File: src/rtl/usb_fifo_port_arbiter.sv
// Arbitrates the USB data-FIFO SRAM between the OTG core (absolute priority, zero latency)
// and a debug access port that slips its single op into a core-idle cycle or times out.
module usb_fifo_port_arbiter #(
    parameter int ADDR_W  = 12,
    parameter int DATA_W  = 35,
    parameter int TIMEOUT = 255
) (
    input  logic              aclk,
    input  logic              areset,
    input  logic              ctrl_ce_n,
    input  logic              ctrl_we_n,
    input  logic [ADDR_W-1:0] ctrl_addr,
    input  logic [DATA_W-1:0] ctrl_wdata,
    output logic [DATA_W-1:0] ctrl_rdata,
    input  logic              dbg_req,
    input  logic              dbg_we,
    input  logic [ADDR_W-1:0] dbg_addr,
    input  logic [DATA_W-1:0] dbg_wdata,
    output logic              dbg_ack,
    output logic              dbg_err,
    output logic [DATA_W-1:0] dbg_rdata,
    output logic              dbg_busy,
    output logic              sram_ce_n,
    output logic              sram_we_n,
    output logic [ADDR_W-1:0] sram_addr,
    output logic [DATA_W-1:0] sram_din,
    input  logic [DATA_W-1:0] sram_dout
);

    localparam int CNT_W = (TIMEOUT > 0) ? $clog2(TIMEOUT + 1) : 1;
    localparam logic [CNT_W-1:0] CNT_MAX  = '1;
    localparam logic [CNT_W-1:0] CNT_LAST = CNT_W'((TIMEOUT > 0) ? TIMEOUT - 1 : 0);

    typedef enum logic [1:0] {
        ST_IDLE,
        ST_WAIT,
        ST_RESP
    } state_t;

    state_t             r_state;
    state_t             w_state_nxt;
    logic [CNT_W-1:0]   r_cnt;
    logic [CNT_W-1:0]   w_cnt_nxt;
    logic               r_err;
    logic               w_err_nxt;
    logic               w_latch;
    logic               w_dbg_issue;
    logic               r_op_we;
    logic [ADDR_W-1:0]  r_op_addr;
    logic [DATA_W-1:0]  r_op_wdata;
    logic               r_rd_d;
    logic [DATA_W-1:0]  r_hold;
    logic [DATA_W-1:0]  r_dbg_rdata;
    logic               w_resp;
    logic               w_resp_rd;

    // NOTE: every signal gets a default before the case so no path can infer a latch.
    always_comb begin
        w_state_nxt = r_state;
        w_cnt_nxt   = r_cnt;
        w_err_nxt   = r_err;
        w_latch     = 1'b0;
        w_dbg_issue = 1'b0;
        case (r_state)
            ST_IDLE: begin
                if (dbg_req) begin
                    w_latch     = 1'b1;
                    w_cnt_nxt   = '0;
                    w_state_nxt = ST_WAIT;
                end
            end
            ST_WAIT: begin
                if (ctrl_ce_n) begin
                    w_dbg_issue = 1'b1;
                    w_err_nxt   = 1'b0;
                    w_state_nxt = ST_RESP;
                end else begin
                    // Blocked by the core; the count saturates instead of wrapping.
                    if (r_cnt != CNT_MAX) w_cnt_nxt = r_cnt + 1'b1;
                    if (TIMEOUT != 0 && r_cnt == CNT_LAST) begin
                        w_err_nxt   = 1'b1;
                        w_state_nxt = ST_RESP;
                    end
                end
            end
            ST_RESP: w_state_nxt = ST_IDLE;
            default: w_state_nxt = ST_IDLE;
        endcase
    end

    // NOTE: sequential state uses non-blocking assignments only.
    always_ff @(posedge aclk) begin
        if (areset) begin
            r_state     <= ST_IDLE;
            r_cnt       <= '0;
            r_err       <= 1'b0;
            r_op_we     <= 1'b0;
            r_op_addr   <= '0;
            r_op_wdata  <= '0;
            r_rd_d      <= 1'b0;
            r_hold      <= '0;
            r_dbg_rdata <= '0;
        end else begin
            r_state <= w_state_nxt;
            r_cnt   <= w_cnt_nxt;
            r_err   <= w_err_nxt;
            if (w_latch) begin
                r_op_we    <= dbg_we;
                r_op_addr  <= dbg_addr;
                r_op_wdata <= dbg_wdata;
            end
            r_rd_d <= ~ctrl_ce_n & ctrl_we_n;
            if (r_rd_d) r_hold <= sram_dout;
            if (w_resp_rd) r_dbg_rdata <= sram_dout;
        end
    end

    // Gate with reset so a pending op never produces a stray ack or busy while in reset.
    assign w_resp     = (r_state == ST_RESP) && !areset;
    assign w_resp_rd  = w_resp & ~r_err & ~r_op_we;
    assign dbg_ack    = w_resp;
    assign dbg_err    = w_resp & r_err;
    assign dbg_busy   = (r_state != ST_IDLE) && !areset;
    assign dbg_rdata  = w_resp_rd ? sram_dout : r_dbg_rdata;
    assign ctrl_rdata = r_rd_d ? sram_dout : r_hold;

    always_comb begin
        sram_ce_n = 1'b1;
        sram_we_n = 1'b1;
        sram_addr = ctrl_addr;
        sram_din  = ctrl_wdata;
        if (!areset) begin
            if (!ctrl_ce_n) begin
                sram_ce_n = 1'b0;
                sram_we_n = ctrl_we_n;
            end else if (w_dbg_issue) begin
                sram_ce_n = 1'b0;
                sram_we_n = ~r_op_we;
                sram_addr = r_op_addr;
                sram_din  = r_op_wdata;
            end
        end
    end

endmodule

File: config.mk
export PLATFORM = sky130hd
export DESIGN_NAME = usb_fifo_port_arbiter
export DESIGN_NICKNAME = d
export VERILOG_FILES = /design/src/rtl/usb_fifo_port_arbiter.sv
export SDC_FILE = /design/constraint.sdc
export NUM_CORES = 1
export LEC_CHECK = 0
export CORE_MARGIN = 4
export CORE_UTILIZATION = 38
export DETAILED_ROUTE_END_ITERATION = 16
export GPL_TIMING_DRIVEN = 0
export PLACE_DENSITY = 0.77
export SYNTH_ARGS = -nofsm -noshare
export SYNTH_HDL_FRONTEND = slang
export SYNTH_SLANG_ARGS = --single-unit
File: constraint.sdc
create_clock -name aclk -period 2.2 [get_ports aclk]
set_clock_uncertainty 0.2 [all_clocks]
set_input_delay 0.44 -clock aclk [delete_from_list [all_inputs] [get_ports aclk]]
set_output_delay 0.44 -clock aclk [all_outputs]
set_load 0.03 [all_outputs]
==> metrics.log, run 1 <==
INFO  metric layout.cells.most_common = clkdlybuf4s50_1
INFO  metric maxSlewHeadroom = 0.648
INFO  metric vias_per_cell = roughly 5.0
INFO  metric fin_cells = between 1000 and 1500
INFO  metric layout_min_cycle_time = roughly 2.7 ns
INFO  metric tightest_slew = approximately 0.53 ns
INFO  metric number_of_antenna_violating_nets_in_the_routed_design = 0
INFO  metric synth_largest_area_cell = dfxtp_1
INFO  metric synth_top_cell_area_share = 0.468
INFO  metric timing.final.max_slew_violations = 0
INFO  metric ys_ff_latch = 130
INFO  metric setup-violations-final = a little under 100
INFO  metric clk-insertion-delay-late = 0.41 ns
INFO  metric critPathRequiredTime = 1.56 ns
INFO  metric violations = negative setup slack
INFO  metric routed_wirelength = 20700 um
INFO  metric number_of_antenna_violations_at_the_first_check_in_global_routing = 0
INFO  metric timing.hold.worst.class = input port to flop
INFO  metric report.final.hold_viol_count = 0
INFO  metric total_of_max_cap_violations = 0
INFO  metric drtIter0Drc = slightly above 200
INFO  metric gate_count_post_synth = between 500 and 600
INFO  metric finalWorstSetupSlack = -0.460 ns
INFO  metric grt_first_pass_wirelength = ~31000 um
INFO  metric power.static_leakage = 4.38 nW
INFO  metric placed_cells = about 1000
INFO  metric fmaxAchievable = roughly 380 MHz
INFO  metric cpMostUsedCell = buf_12
INFO  metric cts.path.max_buffers = 2
INFO  metric clk_pin_slew_worst_paths = roughly 0.050 ns
INFO  metric synth.avg_cell_area = around 9.7 um^2
INFO  metric synth_sequential_area_ratio = 0.468
INFO  metric stdcell_area = between 0.01 and 0.015 mm^2
INFO  metric critical_path.slowest_cell = dfxtp_4
INFO  metric run_status = complete, but fails checks
INFO  metric numCtsBuffers = 17
INFO  metric worst-path-max-fanout = 5
INFO  metric initial_utilization = 0.395
INFO  metric htree_levels = 4
INFO  metric flow.area_growth_from_synthesis = 82.9%
INFO  metric fin_util = 0.722
INFO  metric grt_setup_unrepaired = yes
INFO  metric die_width = approximately 130 um
INFO  metric antenna-diode-count = 0
INFO  metric share_of_final_layout_standard_cells_stronger_than_drive_strength_1 = 0.361
INFO  metric global_route_usage_sum = 0.240
INFO  metric firstDrtPassIters = 4
INFO  metric num-nets-final = 1019
INFO  metric synth_cell_type_count = 35
INFO  metric critical_path.cell_chain = nand2b_4, nor3b_4, buf_12, buf_12, clkbuf_16, mux2_4, buf_6
INFO  metric share_of_the_clock_period_used_by_the_worst_path_after_layout = 1.21
INFO  metric floorplan.die_area = 0.0166 mm^2
INFO  metric powerDensity = 660 mW/mm^2
INFO  metric rows = 43
INFO  metric placed_cell_area = between 0.008 and 0.009 mm^2
INFO  metric timing_worst_setup_path_type = flop to primary output
INFO  metric worstSetupEndpointType = primary output
INFO  metric start_kind = flop
INFO  metric cts_root_buf = clkbuf_16
INFO  metric yosys-top-cells-area = dfxtp_1 (47%), mux2_1 (17%), nor2b_1 (7.9%), mux2_2 (7.1%), nand2_1 (6.7%)
INFO  metric io_buffers = 254
INFO  metric cell_area_after_synthesis = 0.00556 mm^2
INFO  metric post_route_drc_violation_count = 0
INFO  metric cts_hold_buffers = 0
INFO  metric cts_tree = built
INFO  metric die_h = approximately 130 um
INFO  metric peakVddDrop = between 0.4 and 0.5 mV
INFO  metric syn-num-nets = 713
INFO  metric critical_path_arrival = just over 2 ns
INFO  metric top_ports = 257
INFO  metric pin_count_of_the_biggest_net_entering_global_routing = 17
INFO  metric gp_congestion = approximately 0.87
INFO  metric first_global_vias = slightly below 6000
INFO  metric dpl.hpwl = around 14000 um
INFO  metric synth.yosys.warnings = 0
INFO  metric num_vias = between 5000 and 6000
INFO  metric layout.cells.most_common_list = clkdlybuf4s50_1 (132), dfxtp_1 (127), buf_6 (115)
INFO  metric critical_path.max_stage_delay = 0.35 ns
INFO  metric globalRoute.totalOverflow = 0
INFO  metric post_dr_wirelength_cell = just under 20 um
INFO  metric floorplan.core_area = between 0.01 and 0.015 mm^2
INFO  metric clock_sinks = between 100 and 150
-- through the flow --
step                setup TNS, ns  power [W]  setup WS [ns]  hold slack [ns]
floorplan                   -4.59    0.00313         -0.152            0.234
global placement           -89.11    0.00367         -0.792            0.241
detailed placement         -91.41    0.00369         -0.792            0.248
CTS                        -34.02    0.00669         -0.449            0.113
global route               -38.05    0.00693         -0.532            0.136
finish                     -31.72    0.00671         -0.460            0.129
-- sequential cells by signal, indices dropped and copies added, names as in the netlist --
name / count
r_op_we: 1
r_op_addr: 12
r_err: 1
r_state: 2
r_dbg_rdata: 35
r_rd_d: 1
r_op_wdata: 35
r_cnt: 8
r_hold: 35
-- kinds of logic (layout without fill, tap and decap cells) --
family	Yosys count	in the layout	share of synthesized area
flip-flops	130	130	0.468
AO/OA/AOI/OAI	70	70	0.0688
multiplexers	117	117	0.237
buffers and inverters	45	364	0.0328
adder cells (fa/ha/maj)	2	2	0.00450
AND/OR/NAND/NOR	212	212	0.189
-- final cells by class --
class / instances / area (um^2)
inverter: 2 / 7.51
clock inverter: 8 / 126
fill: 911 / 3920
buffer: 39 / 297
clock buffer: 24 / 482
sequential: 130 / 2610
multi-input combinational: 401 / 3190
timing repair buffer: 291 / 3240
tap: 180 / 225
-- path summary, 6_finish.rpt --
path	from	cells past startpoint	endpoint	slack (ns)
max reg2reg	r_state[0]	9	r_dbg_rdata[13]	0.05
min	ctrl_ce_n	2	r_err	0.13
min reg2reg	r_op_wdata[32]	2	r_op_wdata[32]	0.25
max	r_state[1]	7	sram_addr[5]	-0.46
-- critical path: cells and delay by family, from the launching register on --
family / cells / cell delay (ns)
DFF: 1 / 0.35
buffers and inverters: 4 / 0.57
and+or+nand+nor: 2 / 0.37
muxes: 1 / 0.30
-- synthesized netlist by cell type --
library cell,instances
dfxtp_1,130
nand2_1,99
mux2_1,82
nor2b_1,70
a21oi_1,54
mux2_2,35
clkbuf_1,26
buf_2,11
nand3_1,11
nor2_1,10
buf_1,6
nand2b_1,6
a31oi_1,4
a211oi_1,3
and3_1,3
ha_1,2
inv_1,2
nor3_1,2
o21ai_0,2
or3_1,2
or3b_1,2
a21o_1,1
a22oi_1,1
a311oi_1,1
a31o_2,1
a41oi_1,1
and2_1,1
nand2_2,1
nand3b_1,1
nor3b_1,1
nor3b_2,1
o21a_1,1
o22ai_1,1
or2_0,1
or4_1,1
-- power by group --
group	total [W]	leakage, nW	internal, W	switching (W)
sequential	0.00249	1.06	0.00244	0.0000468
combinational	0.00131	3.04	0.000698	0.000616
clock	0.00291	0.287	0.00187	0.00104
-- metal layers --
layer  global-route usage  vias to the layer above  wire length [um]
li1                     -                     2559                 -
met1                0.263                     2553              7820
met2                0.427                      266             10400
met3               0.0863                       41              1980
met4               0.0803                        0               443
met5                    0                        -                 0
-- what timing repair did --
| item | in CTS | in global routing |
|---|---|---|
| gates cloned | 7 | 4 |
| buffers inserted | 24 | 8 |
| pin swaps | 2 | 4 |
| endpoints found under the hold margin | 0 | 0 |
| resized for setup | 842 | 122 |
| setup endpoints to repair | 124 | 164 |
No activity file was read; power rests on OpenSTA's default activity.
==> run 2: changes to the inputs <==
- SLEW_MARGIN: not set -> 20
==> results of run 2 <==
No change in the layout: final DEF, timing and power equal those of run 1.
==> RTL change (config.mk and constraints of run 2) <==
Re-encode `state_t` (3 states) as one-hot, 3 bits wide.
--- a/src/rtl/usb_fifo_port_arbiter.sv
+++ b/src/rtl/usb_fifo_port_arbiter.sv
@@ -32,8 +32,8 @@
     localparam logic [CNT_W-1:0] CNT_LAST = CNT_W'((TIMEOUT > 0) ? TIMEOUT - 1 : 0);
 
-    typedef enum logic [1:0] {
-        ST_IDLE,
-        ST_WAIT,
-        ST_RESP
+    typedef enum logic [2:0] {
+        ST_IDLE = 3'b001,
+        ST_WAIT = 3'b010,
+        ST_RESP = 3'b100
     } state_t;
 
Formal check against the unedited RTL: same outputs for any inputs over 4 cycles, from zero or initial values and one cycle with areset high; so few cycles prove little.
==> RTL change against run 2 <==
  * The flow still finishes with violations (negative setup slack)
  * Sequential share of layout area is 0.70 points higher
  * Setup slack worse by 0.16 ns
  * First-iteration DRC count is 13% lower
  * Sequential cell count is 1 higher
  * Non-clock buffer count is 5 higher
  * Area after synthesis is 4.7% higher
  * Design area is 1.8% lower
  * Global-route usage is 3.2 points lower
  * Routed wire length is 6.8% lower
  * Power is 5.6% lower
  * Clock power is 4% lower
  * Highest routed layer unchanged
==> RTL change: results <==
[detailed_routing]
routed-wl-met2_microns = 9729
detail_route.first_pass.iterations = 4
detail_route.iter0.violations = 179
route.met3.wl_microns = 1723
num_vias = 5263
detail_route.wirelength_microns = 19260
drt-met1-wl_microns = 7495
route.detailed.vias_per_inst = 4.873

[sta]
setup_tns_ns = -46.35
timing.max_slew.rel_slack = 0.6029
hold_slack_ns = 0.2532
finalWorstSetupSlack_ns = -0.6215
setup_viol_count_final = 104

[logic_synthesis]
synth_top_cells_by_area = dfxtp_1, mux2_4, mux2_2, and2_1, nand2_1
seq_area_frac_synth = 0.4504
synth.top_cells.by_count = dfxtp_1, nand2_1, and2_1
syn_area_per_cell_sq_um = 10.29
synth_async_sr_flop_share = 0
distinct_cells_synth = 40
synth_nets = 703

[setup_path]
arrival_ns = 2.18
crit_path_end = sram_addr[2]
reg2reg_depth = 7
regToRegSetupSlack_ns = 0.02
regToRegEndpoint = r_dbg_rdata[17]$_SDFF_PP0_
cp_max_fo = 10

[placed_design]
gp_routability_congestion = 0.8073
post_dp_cell_area_sq_um = 8625
placement.io_buffers = 256
place_worst_setup_slack_ns = -1.323
place_hpwl_microns = 13240

[global_route]
pin_count_of_the_biggest_net_entering_global_routing = 17
groute.usage.overall = 0.2078
wire_length_of_the_first_global_routing_pass_microns = 28430

[clocking]
clk_transition_reported_paths_ns = 0.06

[power_and_ir_drop]
power.ir.vdd_worst_mv = 0.5113
cellLeakagePower_nw = 4.509

[min_path]
hold_end = r_op_wdata[30]$_SDFFE_PP0P_
holdCritStartpoint = r_op_wdata[30]$_SDFFE_PP0P_
worst_hold_path_type = reg -> reg

[final_layout]
drive_above_1_share = 0.3795
largest_registers = r_dbg_rdata: 35 flops, r_hold: 35 flops, r_op_wdata: 35 flops
final_nets = 1020

[outcome]
run_status = finished with violations
violations = negative setup slack
## RTL change: cell count changes after synthesis, moves of 10 or more
cell,change
mux2_1,-65
mux2_4,+60
buf_2,-10
nor2b_1,-70
and2_1,+70
## RTL change: metal layers
metal,vias to the layer above,global-route usage
li1,2546,-
met1,2458,0.2244
met2,232,0.3702
met3,27,0.08244
met4,0,0.07176
met5,-,0
## RTL change: what timing repair did
| action | 4_1_cts | 5_1_grt |
|---|---|---|
| resized for setup | 859 | 73 |
| endpoints found under the setup margin | 132 | 123 |
| pin swaps | 4 | 5 |
| cloned | 4 | 3 |
| setup buffers | 27 | 16 |
## RTL change: where the power goes
part	total, mW	switching (mW)	internal (mW)
Clock	2.78	1.03	1.75
Combinational	1.05	0.497	0.557
Sequential	2.50	0.0469	2.46
## RTL change: critical path, cell delays in order, from the launching register on
cell     delay (ns)
dfxtp_4        0.37
or3b_4         0.40
nor2_4         0.13
nand2_4        0.09
buf_12         0.17
buf_12         0.15
mux2_4         0.30
buf_6          0.14
## RTL change: cell type report
class / instances / area, sq um
Fill cell: 1131 / 4757
Timing Repair Buffer: 301 / 3129
Multi-Input combinational cell: 393 / 3122
Sequential cell: 131 / 2638
Clock buffer: 23 / 478.0
Buffer: 34 / 277.8
Tap cell: 184 / 230.2
Clock inverter: 9 / 103.9
Inverter: 5 / 18.77
## RTL change: cells by family (layout without fill, tap and decap cells)
group | count (synthesis) | after routing | share of synthesized area
AO/OA/AOI/OAI | 71 | 71 | 0.06812
flip-flops | 131 | 131 | 0.4504
multiplexers | 118 | 118 | 0.2667
adder cells (fa/ha/maj) | 2 | 2 | 0.004297
AND/OR/NAND/NOR | 202 | 202 | 0.1743
buffers and inverters | 42 | 372 | 0.03631
